$ cat src/rtl/ram_arb_pkg.sv
// Shared types and constants for the two-requester RAM arbiter.
package ram_arb_pkg;

  // Access sequencer states: wait for a grant, drive the RAM, return the response.
  typedef enum logic [1:0] {
    IDLE   = 2'd0,
    ACCESS = 2'd1,
    RESP   = 2'd2
  } state_t;

  // Requester ids, also used as the last-served pointer value.
  localparam logic M0 = 1'b0;
  localparam logic M1 = 1'b1;

  // One requester's command as seen on its port group.
  typedef struct packed {
    logic        we;
    logic [3:0]  be;
    logic [31:0] addr;
    logic [31:0] wdata;
  } req_t;

  // Word index (addr[30:2]) inside a RAM of the given depth.
  function automatic logic word_in_range(input logic [28:0] word_idx,
                                         input int unsigned words);
    return {3'b000, word_idx} < words;
  endfunction

endpackage

$ cat src/rtl/rr_arb2.sv
// Two-way round-robin grant: a lone request wins; on a tie the requester
// that was not served last wins. Purely combinational.
module rr_arb2
  import ram_arb_pkg::*;
(
  input  logic [1:0] req,
  input  logic       last,
  output logic [1:0] grant
);

  // Grant selection from the request pair and the last-served pointer.
  always_comb begin
    // NOTE: every combinational output gets a default first so no path can infer a latch.
    grant = 2'b00;
    case (req)
      2'b01:   grant = 2'b01;
      2'b10:   grant = 2'b10;
      2'b11:   grant = (last == M0) ? 2'b10 : 2'b01;
      default: grant = 2'b00;
    endcase
  end

endmodule

$ cat src/rtl/ram_arbiter.sv
// Two-requester front end for a single-port 32-bit RAM. One access at a time:
// accept in IDLE, drive the RAM for one ACCESS cycle, strobe the owner's
// response in RESP. Fixed latency 2, one access per 3 cycles.
module ram_arbiter
  import ram_arb_pkg::*;
#(
  parameter int WORDS = 32
) (
  input  logic        clk,
  input  logic        rst_n,
  input  logic        m0_valid,
  output logic        m0_ready,
  input  logic        m0_we,
  input  logic [3:0]  m0_be,
  input  logic [31:0] m0_addr,
  input  logic [31:0] m0_wdata,
  output logic        m0_rsp,
  output logic        m0_err,
  input  logic        m1_valid,
  output logic        m1_ready,
  input  logic        m1_we,
  input  logic [3:0]  m1_be,
  input  logic [31:0] m1_addr,
  input  logic [31:0] m1_wdata,
  output logic        m1_rsp,
  output logic        m1_err,
  output logic [31:0] rsp_rdata,
  output logic        ram_r,
  output logic [3:0]  ram_w,
  output logic [31:0] ram_in,
  output logic [31:0] ram_addr,
  input  logic [31:0] ram_out
);

  state_t      r_state;
  state_t      w_state_nxt;
  logic        r_last;
  logic        r_owner;
  logic        r_we;
  logic [3:0]  r_be;
  logic        r_err;
  logic [31:0] r_ram_addr;
  logic [31:0] r_ram_in;
  logic [31:0] r_rsp_rdata;

  logic [1:0]  w_grant;
  logic        w_accept;
  logic        w_sel_owner;
  req_t        w_sel;
  logic        w_sel_oor;
  logic        w_drive;

  rr_arb2 u_rr_arb2 (
    .req   ({m1_valid, m0_valid}),
    .last  (r_last),
    .grant (w_grant)
  );

  // A handshake happens only in IDLE; the arbiter already gates grant by valid.
  assign w_accept    = (r_state == IDLE) && (w_grant != 2'b00);
  assign w_sel_owner = w_grant[1] ? M1 : M0;
  assign w_sel_oor   = !word_in_range(w_sel.addr[30:2], WORDS);

  // Route the granted requester's command to the capture registers.
  always_comb begin
    w_sel = '{we: m0_we, be: m0_be, addr: m0_addr, wdata: m0_wdata};
    if (w_grant[1]) begin
      w_sel = '{we: m1_we, be: m1_be, addr: m1_addr, wdata: m1_wdata};
    end
  end

  // Ready is forced low while reset is held, even though the state is already IDLE.
  assign m0_ready = rst_n && (r_state == IDLE) && w_grant[0];
  assign m1_ready = rst_n && (r_state == IDLE) && w_grant[1];

  // State register.
  always_ff @(posedge clk or negedge rst_n) begin
    // NOTE: clocked state uses non-blocking assignments so every flop samples pre-edge values.
    if (!rst_n) begin
      r_state <= IDLE;
    end else begin
      r_state <= w_state_nxt;
    end
  end

  // Next state: IDLE waits for an accept, the other two states last one cycle each.
  always_comb begin
    w_state_nxt = r_state;
    case (r_state)
      IDLE:    if (w_accept) w_state_nxt = ACCESS;
      ACCESS:  w_state_nxt = RESP;
      RESP:    w_state_nxt = IDLE;
      default: w_state_nxt = IDLE;
    endcase
  end

  // Capture the granted command and advance the round-robin pointer on accept.
  // The RAM address/data registers move only for in-range requests so the RAM
  // pins keep their previous values when an out-of-range request is served.
  always_ff @(posedge clk or negedge rst_n) begin
    if (!rst_n) begin
      r_last     <= M1;
      r_owner    <= M0;
      r_we       <= 1'b0;
      r_be       <= 4'b0;
      r_err      <= 1'b0;
      r_ram_addr <= '0;
      r_ram_in   <= '0;
    end else if (w_accept) begin
      r_last  <= w_sel_owner;
      r_owner <= w_sel_owner;
      r_we    <= w_sel.we;
      r_be    <= w_sel.be;
      r_err   <= w_sel_oor;
      if (!w_sel_oor) begin
        r_ram_addr <= w_sel.addr;
        r_ram_in   <= w_sel.wdata;
      end
    end
  end

  // RAM strobes are live only during ACCESS of an in-range request; the write
  // itself lands on the RAM's falling edge inside that cycle.
  assign w_drive  = (r_state == ACCESS) && !r_err;
  assign ram_r    = w_drive && !r_we;
  assign ram_w    = (w_drive && r_we) ? r_be : 4'b0;
  assign ram_addr = r_ram_addr;
  assign ram_in   = r_ram_in;

  // Response data: RAM output for in-range reads, zero for writes and errors.
  always_ff @(posedge clk or negedge rst_n) begin
    if (!rst_n) begin
      r_rsp_rdata <= '0;
    end else if (r_state == ACCESS) begin
      r_rsp_rdata <= (!r_err && !r_we) ? ram_out : 32'h0;
    end
  end

  assign rsp_rdata = r_rsp_rdata;
  assign m0_rsp    = (r_state == RESP) && (r_owner == M0);
  assign m1_rsp    = (r_state == RESP) && (r_owner == M1);
  assign m0_err    = m0_rsp && r_err;
  assign m1_err    = m1_rsp && r_err;

endmodule

$ cat config.mk
export PLATFORM = sky130hd
export DESIGN_NAME = ram_arbiter
export DESIGN_NICKNAME = d
export VERILOG_FILES = /design/src/rtl/ram_arb_pkg.sv /design/src/rtl/rr_arb2.sv /design/src/rtl/ram_arbiter.sv
export SDC_FILE = /design/constraint.sdc
export NUM_CORES = 1
export LEC_CHECK = 0
export ABC_CLOCK_PERIOD_IN_PS = 4000
export CAP_MARGIN = 20
export CORE_MARGIN = 2
export CORE_UTILIZATION = 41
export CTS_BUF_LIST = sky130_fd_sc_hd__clkbuf_8
export DETAILED_ROUTE_END_ITERATION = 12
export GPL_TIMING_DRIVEN = 1
export PLACE_DENSITY = 0.88
export SLEW_MARGIN = 40
export SYNTH_ARGS = -nofsm -noshare
export SYNTH_HDL_FRONTEND = slang
export SYNTH_SLANG_ARGS = --single-unit
$ cat constraint.sdc
create_clock -name clk -period 4 [get_ports clk]
set_input_delay 0.8 -clock clk [delete_from_list [all_inputs] [get_ports clk]]
set_output_delay 0.8 -clock clk [all_outputs]
set_load 0.02 [all_outputs]
# After elaboration in Yosys (flattened, before gate mapping)
# Cells that the tools add are included.
[totals] regBits=106 out_inout_bits=107 in_bits=174 wordCells=43
[classes] n_lt_le_gt_ge=1 n_reduce_logical=18 eq_ne=6 mux=8 n_bitwise=1
[op_table] cell="$mux 69" n=1
[op_table] cell="$mux 32" n=1
[op_table] cell="$lt 29x6->1 const B" n=1
[op_table] cell="$logic_and 1x1->1" n=12
[op_table] cell="$eq 2x2->1 const B" n=3
[op_table] cell="$pmux 2 s3" n=1
[op_table] cell="$eq 2x1->1 const B" n=2
[op_table] cell="$mux 2" n=2
[op_table] cell="$mux 4" n=1
[op_table] cell="$pmux 2 s2" n=1
[op_table] cell="$logic_not 1->1" n=3
[op_table] cell="$logic_not 2->1" n=1
[op_table] cell="$ne 2x2->1 const B" n=1
[op_table] cell="$reduce_and 2->1" n=1
[op_table] cell="$reduce_bool 2->1" n=1
[op_table] cell="$mux 1" n=1
[op_table] cell="$not 1->1" n=1

# Longest topological paths before layout
[logic_depth] word_depth=6 depth_mapped=7 mapped_depth_nobuf=5

# By module
# A second synthesis with hierarchy kept.
[unflattened] hier_cells=320 area_unflattened_um2=4460.5
[by_module_without_submodules] module="ram_arbiter" cells_each=317 instances=1 seq_area_each_um2=2653.8 area_per_inst_um2=4441.8
[by_module_without_submodules] module="rr_arb2" cells_each=3 instances=1 seq_area_each_um2=0.0 area_per_inst_um2=18.8

# Worst setup path before layout
# No wires, ideal clock.
[synth_timing] path_kind="in2out" startpoint="input m1_valid" endpoint="output m1_ready" arrival_ns=1.993 required_time_ns=3.200 cell_stages=4 setup_slack_ns=1.207 path_buffers=2 cell_sequence="a21boi_2 -> buf_2 -> buf_1 -> and3_1"
[synth_via] elab_chain_cells=3 elab_cells_between_ends=5 classes_between="3 x eq/ne; 1 x mux; 1 x reduce/logical"
[synth_lines] element="start, declared" line_no="ram_arbiter.sv:19" source="input logic m1_valid,"
[synth_lines] element="$eq 2x2->1 / $eq 2x1->1 (equally long branches)" line_no="rr_arb2.sv:15" source="case (req)"
[synth_lines] element="$pmux 2 s3 *" line_no="rr_arb2.sv:15"
[synth_lines] element="$logic_and 1x1->1 *" line_no="ram_arbiter.sv:74" source="assign m1_ready = rst_n && (r_state == IDLE) && w_grant[1];"
[synth_lines] element="end, declared" line_no="ram_arbiter.sv:20" source="output logic m1_ready,"
# Every way passes the cells marked *; elsewhere a longest branch is shown, timed or not.

# Worst setup path after layout
# Same ends and word-level chain as after synthesis.

==> flow_metrics.tcl <==
set metrics [dict create \
    gp_congestion 0.8506 \
    min_path_type "in2async" \
    hold_buffers 0 \
    via_per_inst 4.965 \
    hold_viol_final 0 \
    worstPathRequired_ns 3.20 \
    synthMuxAreaShare_pct 21.49 \
    post_cts_buffers 0 \
    final.setup.worst_slack_ns 0.5642 \
    cp_common_cell "clkdlybuf4s50_1" \
    ant_nets 0 \
    cts_tree "built" \
    cts.sinks 106 \
    syn_inst 326 \
    clockBufferDepth 2 \
    utilization_pct 71.37 \
    final.setup.tns_ns 0 \
    synth.distinct_cells 32 \
    grt.total_usage_pct 23.32 \
    p_leak_nw 3.399 \
    drtIter0Drc 115 \
    synth.avg_cell_area_sq_um 13.73 \
    slew_violations 0 \
    fmax_mhz 291.1 \
    portBuffers 280 \
    fin_crit_ns 3.436 \
    grt_antenna_before_repair 0 \
    syn2layout_area_growth_pct 71.30 \
    yosys.area_share.simple_pct 8.832 \
    finalCritPeriodShare_pct 85.89 \
    ys_seq_area_share_pct 59.28 \
    status "finished clean" \
    synth_edf_count 0 \
    worstSkewPairLatency_ns 0.36 \
    crit_chain "clkdlybuf4s50_1 > a21boi_4 > and3_1 > clkdlybuf4s50_1" \
    synth_seq_cells 106 \
    die-area_sq_um 11770 \
    ys_warn_count 0 \
    cts-htree-levels 3 \
    yosys-top-cells-area "dfrtp_1 (59%), mux2_2 (14%), mux2_1 (6.3%)" \
    synth_compound_area_share_pct 7.937 \
    synth_xor_area_share_pct 0 \
    root_buffer "clkbuf_8" \
    pre_cts_ws_ns 0.4291 \
    crit_type "in2out" \
    skew_ns 0.01121 \
    rsz0062_at_grt "false" \
    nNetsFinal 780 \
    synth_top_family_by_area "multiplexers" \
    worst_ep_arrival_time_ns 2.64 \
    die_h_um 108.5 \
    fillCellCount 777 \
    overflow 0 \
    slowest_delay_ns 0.62 \
    grt_pass1_vias 4044 \
    wl_per_cell_um 18.54 \
    report.final.setup_viol 0 \
    yosysTopAreaCellShare_pct 58.69 \
    die_w_um 108.5 \
    hpwl_mm 11.04 \
    p_per_area_nw_per_um2 321.0 \
    grt_max_degree 47 \
    ir_drop_v 0.0001759 \
    worstMarginPinSlew_ns 0.5634 \
    drive_above_1_share_pct 13.91 \
    core_area_sq_um 10750 \
    final_common_cell "clkdlybuf4s50_1" \
    relSlewSlack_pct 62.44 \
    row_count 38 \
    ff2ff_path_depth 6 \
    synthFlopType "dfrtp_1" \
    drv_cap 0 \
    path_max_fanout 10 \
    final_cell_mix "clkdlybuf4s50_1 (279), dfrtp_1 (105), mux2_2 (56), a22o_1 (32)" \
    synthAdderAreaFrac_pct 0 \
    syn-num-nets 500 \
    vias 3729 \
    drc_errors 0 \
    routed_wl_mm 13.92 \
    io_pins 281 \
    dr.pass1.iters 4 \
    start_util_pct 41.66 \
    cts_resized 0 \
    yosys.area.top_type "dfrtp_1" \
    synth_area_sq_um 4477 \
    grt_pass1_wl_mm 20.73 \
    critPathCaptureType "primary output" \
    synthArstFlopShare_pct 100.0 \
    n_antenna_cell 0 \
    holdWs_ns 0.2948 \
    clk_pin_slew_ns 0.10 \
    cts_inserted_buffers 9 \
    cp_slowest_cell "clkdlybuf4s50_1" \
    crit_path_start_kind "primary input" \
]
critical path: cells and delay by family:
family / cells / cell delay (ns)
AOI/OAI and AO/OA: 1 / 0.44
buffers and inverters: 2 / 1.16
and+or+nand+nor: 1 / 0.23
kinds of logic after synthesis:
group           count (synthesis)
compound gates                 43
buf+inv                        22
flops                         106
mux                            86
simple gates                   69
per-layer routing:
layer | routed length, um | share of wire [%] | track usage [%] | vias up
li1 | - | - | - | 1721
met1 | 5092 | 37 | 25.68 | 1803
met2 | 7030 | 50 | 41.61 | 177
met3 | 1341 | 9.6 | 6.992 | 28
met4 | 458 | 3.3 | 9.890 | 0
met5 | 0 | 0 | 0 | -
metrics by stage:
step,power [mW],std cells,instance area [sq um]
5_1_grt,2.594,751,7669
3_3_place_gp,1.752,735,7441
4_1_cts,2.496,751,7669
2_1_floorplan,1.436,326,4477
3_5_place_dp,1.770,735,7441
6_report,2.461,751,7669
Yosys cell counts, drive strengths merged (2+ instances only):
library cell / n
buf: 10
clkbuf: 10
nor4: 9
or4: 2
mux2i: 5
nor3: 2
and2: 6
nand2: 4
a22o: 32
a21oi: 6
nor2: 12
inv: 2
mux2: 81
dfrtp: 105
nand2b: 3
nor2b: 25
final timing paths:
| check | from | slack, ns | to |
|---|---|---|---|
| max in group asynchronous | rst_n | 2.87 | rsp_rdata[15]$_DFFE_PN0N_ |
| min reg2reg | ram_in[16]$_DFFE_PN0P_ | 0.50 | ram_in[16]$_DFFE_PN0P_ |
| min | rst_n | 0.29 | ram_in[19]$_DFFE_PN0P_ |
| max | m1_valid | 0.56 | m1_ready |
| max reg2reg | r_last$_DFFE_PN1P_ | 1.45 | ram_addr[1]$_DFFE_PN0P_ |
| min in group clk | ram_in[16]$_DFFE_PN0P_ | 0.50 | ram_in[16]$_DFFE_PN0P_ |
where the power goes:
group / switching, mW / internal, mW
clock network: 0.351 / 0.372
logic: 0.275 / 0.314
registers: 0.0304 / 1.12
total: 0.656 / 1.81
sequential cells by signal, indices dropped and copies added, names as in the netlist:
signal	count
r_be	4
r_err	1
r_last	1
r_owner	1
r_state	2
r_we	1
ram_addr	32
ram_in	32
rsp_rdata	32
cell type report:
type,instances,area [sq um],area share [%]
Clock inverter,6,90.09,1.175
Timing Repair Buffer,289,2868,37.40
Sequential cell,106,2654,34.61
Tap cell,140,175.2,2.284
Clock buffer,10,137.6,1.795
Multi-Input combinational cell,198,1737,22.65
Inverter,2,7.507,0.09790
No activity file was read; power rests on OpenSTA's default activity.
